$ cat src/rtl/pit_intc.sv
// pit_intc: periodic interval timer plus edge-triggered interrupt collector
// sitting in a 16-byte MMIO window at BASE.
//
// Registers (index = addr[3:2]):
//   0 LOAD    RW   reload value; a write also restarts COUNT
//   1 COUNT   RO   down-counter, advances on clk_en edges
//   2 PENDING R/W1C bit 0 = timer tick, bit i+1 = rising edge of irq_src[i]
//   3 MASK    RW   bits [15:0], upper bits read 0
//
// Ports:
//   clk, rst          clock and synchronous active-high reset
//   clk_en            CPU advance pulse; gates the timer and writes
//   irq_src[14:0]     external level sources, synchronous to clk
//   mem_we/addr/data  CPU byte-lane write port
//   mem_re/read_addr  CPU read port
//   rdata             registered read data (1-cycle latency)
//   interrupts        registered PENDING & MASK
module pit_intc #(
   parameter logic [17:0] BASE  = 18'h3FFF0,
   parameter int          CNT_W = 32
) (
   input  logic        clk,
   input  logic        rst,
   input  logic        clk_en,
   input  logic [14:0] irq_src,
   input  logic [3:0]  mem_we,
   input  logic [17:0] mem_write_addr,
   input  logic [31:0] mem_write_data,
   input  logic        mem_re,
   input  logic [17:0] mem_read_addr,
   output logic [31:0] rdata,
   output logic [15:0] interrupts
);

   localparam logic [1:0] IDX_LOAD  = 2'd0;
   localparam logic [1:0] IDX_COUNT = 2'd1;
   localparam logic [1:0] IDX_PEND  = 2'd2;

   logic [CNT_W-1:0] load_q, load_d;
   logic [CNT_W-1:0] count_q, count_d;
   logic [15:0]      pend_q, pend_d;
   logic [15:0]      mask_q, mask_d;
   logic [14:0]      irq_q;
   logic [15:0]      intr_q;
   logic [31:0]      rdata_q, rdata_d;

   logic        w_hit, r_hit, wr_en;
   logic        wr_load, wr_pend, wr_mask;
   logic [1:0]  w_idx, r_idx;
   logic [31:0] be_mask;
   logic [31:0] load_ext, count_ext, load_wdata;
   logic [15:0] pend_set, pend_clr;
   logic        tick;

   assign w_hit = (mem_write_addr[17:4] == BASE[17:4]);
   assign r_hit = (mem_read_addr[17:4] == BASE[17:4]);
   assign w_idx = mem_write_addr[3:2];
   assign r_idx = mem_read_addr[3:2];

   assign wr_en   = clk_en & w_hit & (|mem_we);
   assign wr_load = wr_en & (w_idx == IDX_LOAD);
   assign wr_pend = wr_en & (w_idx == IDX_PEND);
   assign wr_mask = wr_en & (w_idx == 2'd3);

   assign be_mask = {{8{mem_we[3]}}, {8{mem_we[2]}},
                     {8{mem_we[1]}}, {8{mem_we[0]}}};

   assign load_ext   = 32'(load_q);
   assign count_ext  = 32'(count_q);
   assign load_wdata = (load_ext & ~be_mask)
                     | (mem_write_data & be_mask);

   always_comb begin
      load_d  = load_q;
      count_d = count_q;
      tick    = 1'b0;
      if (wr_load) begin
         load_d  = CNT_W'(load_wdata);
         count_d = CNT_W'(load_wdata);
      end else if (clk_en) begin
         if (load_q == '0) begin
            count_d = '0;
         end else if (count_q > CNT_W'(1)) begin
            count_d = count_q - CNT_W'(1);
         end else begin
            // COUNT of 0 or 1 both wrap, so a stale 0 cannot stall
            count_d = load_q;
            tick    = 1'b1;
         end
      end
   end

   always_comb begin
      mask_d = mask_q;
      if (wr_mask) begin
         mask_d = (mask_q & ~be_mask[15:0])
                | (mem_write_data[15:0] & be_mask[15:0]);
      end
   end

   // Set is OR'd in after the clear, so a same-edge set wins.
   assign pend_clr = wr_pend ? (mem_write_data[15:0] & be_mask[15:0])
                             : 16'h0;
   assign pend_set = {irq_src & ~irq_q, tick};
   assign pend_d   = (pend_q & ~pend_clr) | pend_set;

   always_comb begin
      rdata_d = rdata_q;
      if (mem_re) begin
         rdata_d = 32'h0;
         if (r_hit) begin
            case (r_idx)
               IDX_LOAD:  rdata_d = load_ext;
               IDX_COUNT: rdata_d = count_ext;
               IDX_PEND:  rdata_d = {16'h0, pend_q};
               default:   rdata_d = {16'h0, mask_q};
            endcase
         end
      end
   end

   always_ff @(posedge clk) begin
      if (rst) begin
         load_q  <= '0;
         count_q <= '0;
         pend_q  <= '0;
         mask_q  <= '0;
         irq_q   <= '0;
         intr_q  <= '0;
         rdata_q <= '0;
      end else begin
         load_q  <= load_d;
         count_q <= count_d;
         pend_q  <= pend_d;
         mask_q  <= mask_d;
         irq_q   <= irq_src;
         intr_q  <= pend_q & mask_q;
         rdata_q <= rdata_d;
      end
   end

   assign rdata      = rdata_q;
   assign interrupts = intr_q;

endmodule

$ cat config.mk
export PLATFORM = sky130hd
export DESIGN_NAME = pit_intc
export DESIGN_NICKNAME = d
export VERILOG_FILES = /design/src/rtl/pit_intc.sv
export SDC_FILE = /design/constraint.sdc
export NUM_CORES = 1
export LEC_CHECK = 0
export ABC_CLOCK_PERIOD_IN_PS = 3530
export CAP_MARGIN = 0
export CORE_UTILIZATION = 40
export DETAILED_ROUTE_END_ITERATION = 6
export PLACE_DENSITY_LB_ADDON = 0.08
export SYNTH_ARGS = -nofsm -noshare
export SYNTH_HDL_FRONTEND = slang
export SYNTH_SLANG_ARGS = --single-unit
$ cat constraint.sdc
create_clock -name clk -period 3.53 [get_ports clk]
set_input_delay 0.706 -clock clk [delete_from_list [all_inputs] [get_ports clk]]
set_output_delay 0.706 -clock clk [all_outputs]
set_load 0.005 [all_outputs]
==> metrics.md, run 1 <==
| Metric | Value |
|---|---|
| Status | `finished clean` |
| Final instance area | `a little under 0.01 mm²` |
| Layout cell share with drive strength beyond 1 | `10.2%` |
| Slew margin rel. | `44.0%` |
| CP Cell Sequence | `or4_1 -> or4_4 -> or4_1 -> buf_4 -> o211ai_1 -> o211ai_1 -> a311oi_1` |
| Largest net degree at the start of global routing | `78` |
| Bufs on Longest Clock Path | `2` |
| Setup Fix Bufs, Post-CTS | `0` |
| Post-Synthesis Cells | `slightly above 900` |
| Antenna Cells | `0` |
| Share of the synthesized area in the top cell type | `41.4%` |
| Wirelength per Cell | `16.7 µm` |
| Dpl cells | `1247` |
| Die height | `roughly 140 µm` |
| Met3 wire length | `937 µm` |
| H-Tree Depth | `4` |
| CP max stage delay | `0.60 ns` |
| PortBufs | `134` |
| DIE WIDTH | `141 µm` |
| Nets | `1125` |
| RePlAce Congestion | `just under 0.8` |
| Initial antenna violation count | `0` |
| Top cells by area, synth | `dfxtp_1, nor2_1, mux2i_1, nand2_1, mux4_2` |
| Worst vdd rail ir drop | `0.341 mV` |
| Multi-input gate area | `around 0.0042 mm²` |
| Worst Path Required | `slightly below 4 ns` |
| Placed Area | `0.00930 mm²` |
| Die area | `0.0198 mm²` |
| Final Hold Violating Endpoints | `0` |
| Final worst-path cycle share | `80.0%` |
| Most common cell after layout, fill and taps aside | `dfxtp_1` |
| Worst Tran Pin Value | `0.840 ns` |
| Peak Freq | `0.354 GHz` |
| Initial Utilization | `between 40% and 50%` |
| Syn Area/Cell | `8.39 µm²` |
| Commonest cells after routing, fill and taps aside | `dfxtp_1, nor2_1, clkdlybuf4s50_1, nand2_1, a21oi_1` |
| Final HPWL DP | `14700 µm` |
| WP data arrival | `3.16 ns` |
| Highest routed layer | `met4` |
| Clk pin slew, worst setup/hold paths | `0.07 ns` |
| Placement Setup Slack | `between 0.3 and 0.4 ns` |
| Max FO, Critical Path | `31` |
| Setup TNS after final layout | `0 ns` |
| Post-synth EDFFs | `0` |
| CP Launch Type | `register` |
| Hold crit path type | `register to register` |
| Core area | `between 0.015 and 0.02 mm²` |
| Post-synth top flop | `dfxtp_1` |
| Routed via count | `7053` |
| Clock root buffer | `clkbuf_16` |
| DRT iter0 DRCs | `384` |
| Max_cap viols | `0` |
| TritonCTS Sinks | `approximately 160` |
| Skew final | `0.00669 ns` |
| CTS tree | `built` |
| First-pass GRT wire length | `about 35000 µm` |
| Count of cell types in the netlist | `46` |
| Synthesized flop and latch total | `roughly 160` |
| Cts repair resizes | `0` |
| Row count | `50` |
| Pre-antenna DRT Iters | `5` |
| RSZ-0062 raised after global routing | `no` |
| Register area share after synthesis | `41.4%` |
| Critical Path Source | `count_ext[24]$_SDFFE_PP0P_` |
| Total wire length | `21400 µm` |
| Non-filler instance count after layout | `1279` |
| DR WL met2 | `9700 µm` |
| Mapped cell area | `0.00770 mm²` |
| Min Tclk post-route | `2.82 ns` |
| Worst skew pair latency | `between 0.4 and 0.5 ns` |
| Mapped Nets | `1010` |
| Crit path buffers/inverters | `1` |
| CP max-delay cell | `or4_1` |
| Fill cell count | `1825` |
| Register area | `0.00318 mm²` |
| Crit-path leading delay family | `simple AND/OR/NAND/NOR gates` |
| Remaining antenna violation count | `0` |
| Leakage | `0.00371 µW` |
| M1 WL | `10500 µm` |
| Post-synth ARST share | `0%` |
| Slew Limit Fails | `0` |
| Via/cell ratio | `5.51` |
| Endpoints failing setup | `0` |
| Final setup margin | `between 0.7 and 0.8 ns` |
| PD cells | `428 mW/mm²` |
| Hold_buf cts | `0` |
| GRT Util Overall | `approximately 22%` |
| Residual DRC | `0` |
| Worst reg2reg startpoint | `count_ext[24]$_SDFFE_PP0P_` |
| Vias in the first global route | `6507` |
| Area Overhead vs Synth | `28.7%` |
| CTS buffer count | `17` |
| Critical path class | `register to register` |
| I/O pin count | `approximately 140` |
| Overflow after GRT | `0` |
| Synth area leader | `dfxtp_1` |
| CP Capture Type | `register` |
| Yosys warnings | `0` |
worst paths after layout:
| kind | slack, ns | cells past startpoint | endpoint |
|---|---|---|---|
| worst max-delay path | 0.71 | 7 | count_ext[15]$_SDFFE_PP0P_ |
| worst min-delay path | 0.44 | 2 | interrupts[9]$_SDFF_PP0_ |
| worst max register to register | 0.71 | 7 | count_ext[15]$_SDFFE_PP0P_ |
| worst min register to register | 0.44 | 2 | interrupts[9]$_SDFF_PP0_ |
cells in the mapped netlist (11+ instances only):
master	n
dfxtp_1	159
nor2_1	147
nand2_1	98
a21oi_1	68
clkbuf_1	59
mux2i_1	43
nand3_1	39
o211ai_1	29
o21ai_0	26
nor2b_1	24
nor4_1	20
mux2_2	19
a22oi_1	16
mux4_2	16
xor2_1	16
a311oi_1	15
nand4_1	15
nand2b_1	14
inv_1	12
nor3_1	11
area by class of cell:
type / instances / share of cell area (%)
multi-input cells: 677 / 42.3
well taps: 234 / 2.95
clock buffers: 18 / 4.43
flip-flops and latches: 159 / 32.1
repair buffers: 165 / 16.0
clock inverters: 14 / 1.69
inverters: 12 / 0.455
logic make-up after synthesis:
group / after synthesis / synth area share (%)
DFF: 159 / 41.4
buffers and inverters: 81 / 4.27
muxes: 78 / 13.1
AOI/OAI and AO/OA: 187 / 15.4
xor gates and xnor gates: 19 / 2.16
adders and majority gates: 2 / 0.325
and+or+nand+nor: 391 / 23.4
worst reg2reg max path: cells and delay by family, from the launching register on:
kind / cells / cell delay (ns)
flops: 1 / 0.40
simple gates: 3 / 1.59
compound gates: 3 / 0.49
buf+inv: 1 / 0.25
per-stage QoR:
stage,utilization (%),total power (µW),hold WS [ns]
global route,52.8,4400,0.473
CTS,52.8,4270,0.441
floorplan,-,2170,0.419
detailed placement,49.6,2360,0.431
finish,52.8,4240,0.443
global placement,49.6,2360,0.433
power by group:
part / switching (µW) / total (µW) / internal, µW
logic: 228 / 451 / 223
registers: 40.2 / 1870 / 1830
clock network: 824 / 1910 / 1090
layer usage:
metal / track usage, % / up-vias
li1: - / 3496
met1: 31.3 / 3370
met2: 34.9 / 169
met3: 4.14 / 18
met4: 6.41 / 0
met5: 0 / -
No activity file was read; power rests on OpenSTA's default activity.
==> run 2: changes to the inputs <==
ABC_CLOCK_PERIOD_IN_PS = 2880   (was 3530)
clock period = 2.88 ns   (was 3.53 ns; I/O delays follow)
==> metrics.md, run 2 (synthesized netlist as in run 1, its figures left out) <==
| Metric | Value |
|---|---|
| Status | `finished clean` |
| Critical Path Source | `count_ext[24]$_SDFFE_PP0P_` |
| Finished Core Util | `53.3% (+0.54 points)` |
| Comb pwr share | `11.3% (+0.7 points)` |
| Critical path class | `register to register` |
| Slew Limit Fails | `0 (unchanged)` |
| Net Sw Power | `1360 µW (+25%)` |
| Area Overhead vs Synth | `30.0%` |
| WP data arrival | `3.03 ns (-0.13 ns)` |
| Routed via count | `7148 (+1.3%)` |
| Total power | `5050 µW (+19%)` |
| I/O pin count | `139 (unchanged)` |
| Largest net degree at the start of global routing | `66 (-15%)` |
| Register area | `0.00318 mm² (unchanged)` |
| Bufs on Longest Clock Path | `2 (unchanged)` |
| Worst skew pair latency | `0.44 ns (about the same)` |
| Vias in the first global route | `6615 (+1.7%)` |
| Crit path to | `count_ext[20]$_SDFFE_PP0P_` |
| Total wire length | `21700 µm (+1.5%)` |
| Cts repair resizes | `0 (unchanged)` |
| Seq pwr share | `45.4% (+1.2 points)` |
| CTS buffer count | `17 (unchanged)` |
| Setup TNS after final layout | `0 ns (unchanged)` |
| Crit-path leading delay family | `simple AND/OR/NAND/NOR gates` |
| Worst Path Required | `3.23 ns (-0.64 ns)` |
| Hold_buf cts | `0 (unchanged)` |
| Reg2Reg Depth | `7 (unchanged)` |
| FF-to-FF setup slack | `0.20 ns (-0.51 ns)` |
| H-Tree Depth | `4 (unchanged)` |
| Overflow after GRT | `0 (unchanged)` |
| Most common cell after layout, fill and taps aside | `dfxtp_1` |
| Skew final | `0.00871 ns (+0.00201 ns)` |
| Clock root buffer | `clkbuf_16` |
| Pre-antenna DRT Iters | `5 (unchanged)` |
| Initial Utilization | `41.0% (unchanged)` |
| Worst reg2reg endpoint | `count_ext[20]$_SDFFE_PP0P_` |
| Slew margin rel. | `45.2% (+1.2 points)` |
| Final Hold Violating Endpoints | `0 (unchanged)` |
| RSZ-0062 raised after global routing | `no` |
| Non-filler instance count after layout | `1297 (+1.4%)` |
| DRT iter0 DRCs | `563 (+47%)` |
| Final HPWL DP | `15200 µm (+3.2%)` |
| First-pass GRT wire length | `35200 µm (+0.63%)` |
| Setup Fix Bufs, Post-CTS | `0 (unchanged)` |
| Sw frac | `27.0% (+1.2 points)` |
| Antenna Cells | `0 (unchanged)` |
| Commonest cells after routing, fill and taps aside | `dfxtp_1, nor2_1, clkdlybuf4s50_1, nand2_1, a21oi_1` |
| Max_cap viols | `0 (unchanged)` |
| Leakage | `0.00378 µW (+1.9%)` |
| TritonCTS Sinks | `159 (unchanged)` |
| Max FO, Critical Path | `28 (-9.7%)` |
| Min Tclk post-route | `2.68 ns (-0.143 ns)` |
| Via/cell ratio | `5.51 (about the same)` |
| CP max-delay cell | `or4_1` |
| Clock network power share | `43.3% (-1.8 points)` |
| CP Capture Type | `register` |
| Crit path buffers/inverters | `1 (unchanged)` |
| CP max stage delay | `0.55 ns (-0.05 ns)` |
| Worst reg2reg startpoint | `count_ext[24]$_SDFFE_PP0P_` |
| Hold crit path type | `register to register` |
| Residual DRC | `0 (unchanged)` |
| Worst Tran Pin Value | `0.822 ns (-0.0179 ns)` |
| Row count | `50 (unchanged)` |
| DIE WIDTH | `141 µm (unchanged)` |
| Most frequent CP cell | `or4_1` |
| PortBufs | `134 (unchanged)` |
| RePlAce Congestion | `0.800 (+1.5%)` |
| Fill cell count | `1820 (-0.27%)` |
| Peak Freq | `0.373 GHz (+5.3%)` |
| Clk pin slew, worst setup/hold paths | `0.07 ns (about the same)` |
| Wirelength per Cell | `16.7 µm (about the same)` |
| CP Cell Sequence | `or4_1 -> or4_4 -> or4_1 -> buf_4 -> o41ai_1 -> o221ai_1 -> a211oi_1` |
| CP Depth | `7 (unchanged)` |
| Placement Setup Slack | `-0.0101 ns (-0.368 ns)` |
| GRT Util Overall | `22.5% (+0.20 points)` |
| Final setup margin | `0.199 ns (-0.507 ns)` |
| Endpoints failing setup | `0 (unchanged)` |
| Die area | `0.0198 mm² (unchanged)` |
| Dpl cells | `1265 (+1.4%)` |
| Final worst-path cycle share | `93.1% (+13 points)` |
| Layout cell share with drive strength beyond 1 | `11.8% (+1.5 points)` |
| Worst vdd rail ir drop | `0.435 mV (+27%)` |
| CTS tree | `built` |
| Remaining antenna violation count | `0 (unchanged)` |
| Min-Delay Path Depth | `2 (unchanged)` |
| Core area | `0.0188 mm² (unchanged)` |
| Initial antenna violation count | `0 (unchanged)` |
| Multi-input gate area | `0.00419 mm² (unchanged)` |
| Int Pwr | `3690 µW (+17%)` |
| Nets | `1143 (+1.6%)` |
| CP Launch Type | `register` |
| Die height | `141 µm (unchanged)` |
| PD cells | `504 mW/mm² (+18%)` |
run 2: worst min path at each step:
stage          startpoint                         to  slack, ns
2_1_floorplan    register  interrupts[10]$_SDFF_PP0_       0.42
3_3_place_gp     register   interrupts[9]$_SDFF_PP0_       0.43
3_5_place_dp     register   interrupts[9]$_SDFF_PP0_       0.44
4_1_cts          register   interrupts[9]$_SDFF_PP0_       0.44
5_1_grt          register   interrupts[3]$_SDFF_PP0_       0.47
6_report         register   interrupts[9]$_SDFF_PP0_       0.44
run 2: cell type report:
cell class              instances  share of cell area [%]
flip-flops and latches        159                    31.8
well taps                     234                    2.93
inverters                      12                   0.450
clock buffers                  18                    4.39
repair buffers                183                    17.3
multi-input cells             677                    41.9
clock inverters                14                    1.21
run 2: per-layer routing:
layer / wire (µm) / global-route usage, % / up-vias
met2: 9890 / 36.2 / 161
met5: 0 / 0 / -
li1: - / - / 3544
met4: 265 / 6.98 / 0
met1: 10600 / 30.5 / 3422
met3: 981 / 4.28 / 21
run 2: per-stage QoR:
| stage | hold slack [ns] | instance area [µm²] |
|---|---|---|
| after global routing | 0.474 | 10000 |
| final | 0.442 | 10000 |
| after floorplan | 0.419 | 7700 |
| after CTS | 0.441 | 10000 |
| after detailed placement | 0.435 | 9450 |
| after global placement | 0.433 | 9450 |
run 2: worst min-delay path, stage by stage (launching register included):
cell     delay [ns]
dfxtp_1        0.32
nand2_1        0.06
nor2_1         0.03
run 2: power groups by stage:
stage | clock, µW | combinational (µW) | sequential (µW)
6_report | 2190 | 570 | 2290
2_1_floorplan | 0 | 332 | 2330
3_5_place_dp | 0 | 569 | 2340
5_1_grt | 2310 | 623 | 2300
3_3_place_gp | 0 | 563 | 2340
4_1_cts | 2220 | 572 | 2290
==> run 3: changes to the inputs <==
ABC_CLOCK_PERIOD_IN_PS = 2300   (was 2880)
CORE_ASPECT_RATIO = 0.75   (was unset)
clock period = 2.3 ns   (was 2.88 ns; I/O delays follow)
==> metrics.md, run 3 (synthesized netlist as in run 1, its figures left out) <==
| Metric | Value |
|---|---|
| Total power | `6380 µW (+26%)` |
| Status | `finished, violations left` |
| Antenna Cells | `0 (unchanged)` |
| Max_cap viols | `0 (unchanged)` |
| Critical Path Source | `count_ext[27]$_SDFFE_PP0P_` |
| Worst vdd rail ir drop | `0.297 mV (-32%)` |
| Total wire length | `22600 µm (+3.9%)` |
| Placement Setup Slack | `-0.363 ns (-0.353 ns)` |
| Sw frac | `26.9% (-0.079 points)` |
| Final instance area | `0.0105 mm² (+5.0%)` |
| RePlAce Congestion | `0.879 (+9.8%)` |
| Endpoints failing setup | `33 (+33)` |
| Clock root buffer | `clkbuf_16` |
| RSZ-0062 raised after global routing | `yes` |
| CTS buffer count | `17 (unchanged)` |
| Skew final | `0.0101 ns (+0.00140 ns)` |
| Overflow after GRT | `0 (unchanged)` |
| Worst Path Required | `2.56 ns (-0.67 ns)` |
| Slew Limit Fails | `0 (unchanged)` |
| I/O pin count | `139 (unchanged)` |
| Fill cell count | `1734 (-4.7%)` |
| Row count | `43 (-14%)` |
| Leakage | `0.00405 µW (+7.0%)` |
| PD cells | `607 mW/mm² (+20%)` |
| GRT Util Overall | `23.5% (+0.95 points)` |
| Hold_buf cts | `0 (unchanged)` |
| Commonest cells after routing, fill and taps aside | `dfxtp_1, nor2_1, clkdlybuf4s50_1, nand2_1, buf_4` |
| Die area | `0.0198 mm² (about the same)` |
| Initial Utilization | `41.2% (+0.22 points)` |
| Max FO, Critical Path | `8 (-71%)` |
| Clk pin slew, worst setup/hold paths | `0.07 ns (about the same)` |
| Final Hold Violating Endpoints | `0 (unchanged)` |
| Placed Area | `0.00983 mm² (+4.0%)` |
| Seq pwr share | `44.7% (-0.7 points)` |
| Layout cell share with drive strength beyond 1 | `16.4% (+4.6 points)` |
| Worst reg2reg startpoint | `count_ext[27]$_SDFFE_PP0P_` |
| Net Sw Power | `1720 µW (+26%)` |
| First-pass GRT wire length | `36300 µm (+3.1%)` |
| Hold crit path type | `register to register` |
| Final setup margin | `-0.315 ns (-0.514 ns)` |
| Int Pwr | `4660 µW (+26%)` |
| Slew margin rel. | `56.2% (+11 points)` |
| Worst skew pair latency | `0.43 ns (about the same)` |
| Wirelength per Cell | `16.7 µm (-0.45%)` |
| CP Launch Type | `register` |
| Peak Freq | `0.382 GHz (+2.5%)` |
| Setup TNS after final layout | `-5.93 ns (-5.93 ns)` |
| Final worst-path cycle share | `114% (+21 points)` |
| Initial antenna violation count | `0 (unchanged)` |
| Die height | `122 µm (-13%)` |
| Residual DRC | `0 (unchanged)` |
| Area Overhead vs Synth | `36.5%` |
| Via/cell ratio | `5.36 (-2.7%)` |
| DRT iter0 DRCs | `579 (+2.8%)` |
| Bufs on Longest Clock Path | `2 (unchanged)` |
| WP data arrival | `2.88 ns (-0.15 ns)` |
| Routed via count | `7262 (+1.6%)` |
| Min Tclk post-route | `2.61 ns (-0.0659 ns)` |
| PortBufs | `134 (unchanged)` |
| Pre-antenna DRT Iters | `5 (unchanged)` |
| Core area | `0.0187 mm² (-0.53%)` |
| DIE WIDTH | `162 µm (+15%)` |
| CP Capture Type | `register` |
| CTS tree | `built` |
| Worst Tran Pin Value | `0.657 ns (-0.165 ns)` |
| Largest net degree at the start of global routing | `66 (unchanged)` |
| Failing checks | `setup timing` |
| FF-to-FF setup slack | `-0.31 ns (-0.51 ns)` |
| TritonCTS Sinks | `159 (unchanged)` |
| Critical path class | `register to register` |
| Vias in the first global route | `6706 (+1.4%)` |
| Comb pwr share | `12.8% (+1.5 points)` |
| Remaining antenna violation count | `0 (unchanged)` |
| Most common cell after layout, fill and taps aside | `dfxtp_1` |
| Nets | `1187 (+3.8%)` |
| Clock network power share | `42.5% (-0.8 points)` |
| H-Tree Depth | `4 (unchanged)` |
| Final HPWL DP | `15800 µm (+4.5%)` |
[run 3: layout make-up]
cell class | instances | area (µm²) | area share, %
Multi-Input combinational cell | 677 | 4260 | 40.5
Sequential cell | 159 | 3190 | 30.3
Timing Repair Buffer | 227 | 2150 | 20.4
Clock buffer | 18 | 439 | 4.18
Tap cell | 247 | 309 | 2.94
Clock inverter | 14 | 124 | 1.18
Inverter | 12 | 45.0 | 0.429
[run 3: per-stage QoR]
step	hold slack, ns	std cells	utilization [%]
2_1_floorplan	0.419	917	-
3_3_place_gp	0.437	1315	52.6
3_5_place_dp	0.438	1315	52.6
4_1_cts	0.447	1350	55.9
5_1_grt	0.459	1354	56.3
6_report	0.447	1354	56.3
[run 3: critical path, stage by stage, from the launching register on]
cell	delay, ns
dfxtp_2	0.32
or4_4	0.53
or4_4	0.50
or4_4	0.51
buf_4	0.17
buf_6	0.11
o211ai_1	0.18
a311oi_1	0.13
[run 3: path summary, 6_finish.rpt]
| path | end | depth (start not counted) |
|---|---|---|
| worst min-delay path | interrupts[10]$_SDFF_PP0_ | 2 |
| worst max register to register | count_ext[12]$_SDFFE_PP0P_ | 7 |
| worst min register to register | interrupts[10]$_SDFF_PP0_ | 2 |
| worst max-delay path | count_ext[12]$_SDFFE_PP0P_ | 7 |
[run 3: metal layers]
metal / global-route usage, % / vias up / part of all wire [%]
li1: - / 3633 / -
met1: 35.6 / 3385 / 53
met2: 33.9 / 224 / 40
met3: 3.75 / 20 / 5.8
met4: 6.66 / 0 / 1.2
met5: 0 / - / 0
[run 3: what timing repair did]
item	CTS	global route
setup buffers	3	3
pin swaps	4	9
gates resized for setup	4	12
gates cloned	0	1
endpoints found under the setup margin	33	37
[run 3: power groups by stage]
stage	Sequential [µW]	Clock, µW	Combinational, µW
detailed placement	2910	0	788
floorplan	2910	0	420
CTS	2850	2750	799
finish	2850	2710	816
global placement	2910	0	787
global route	2860	2870	889
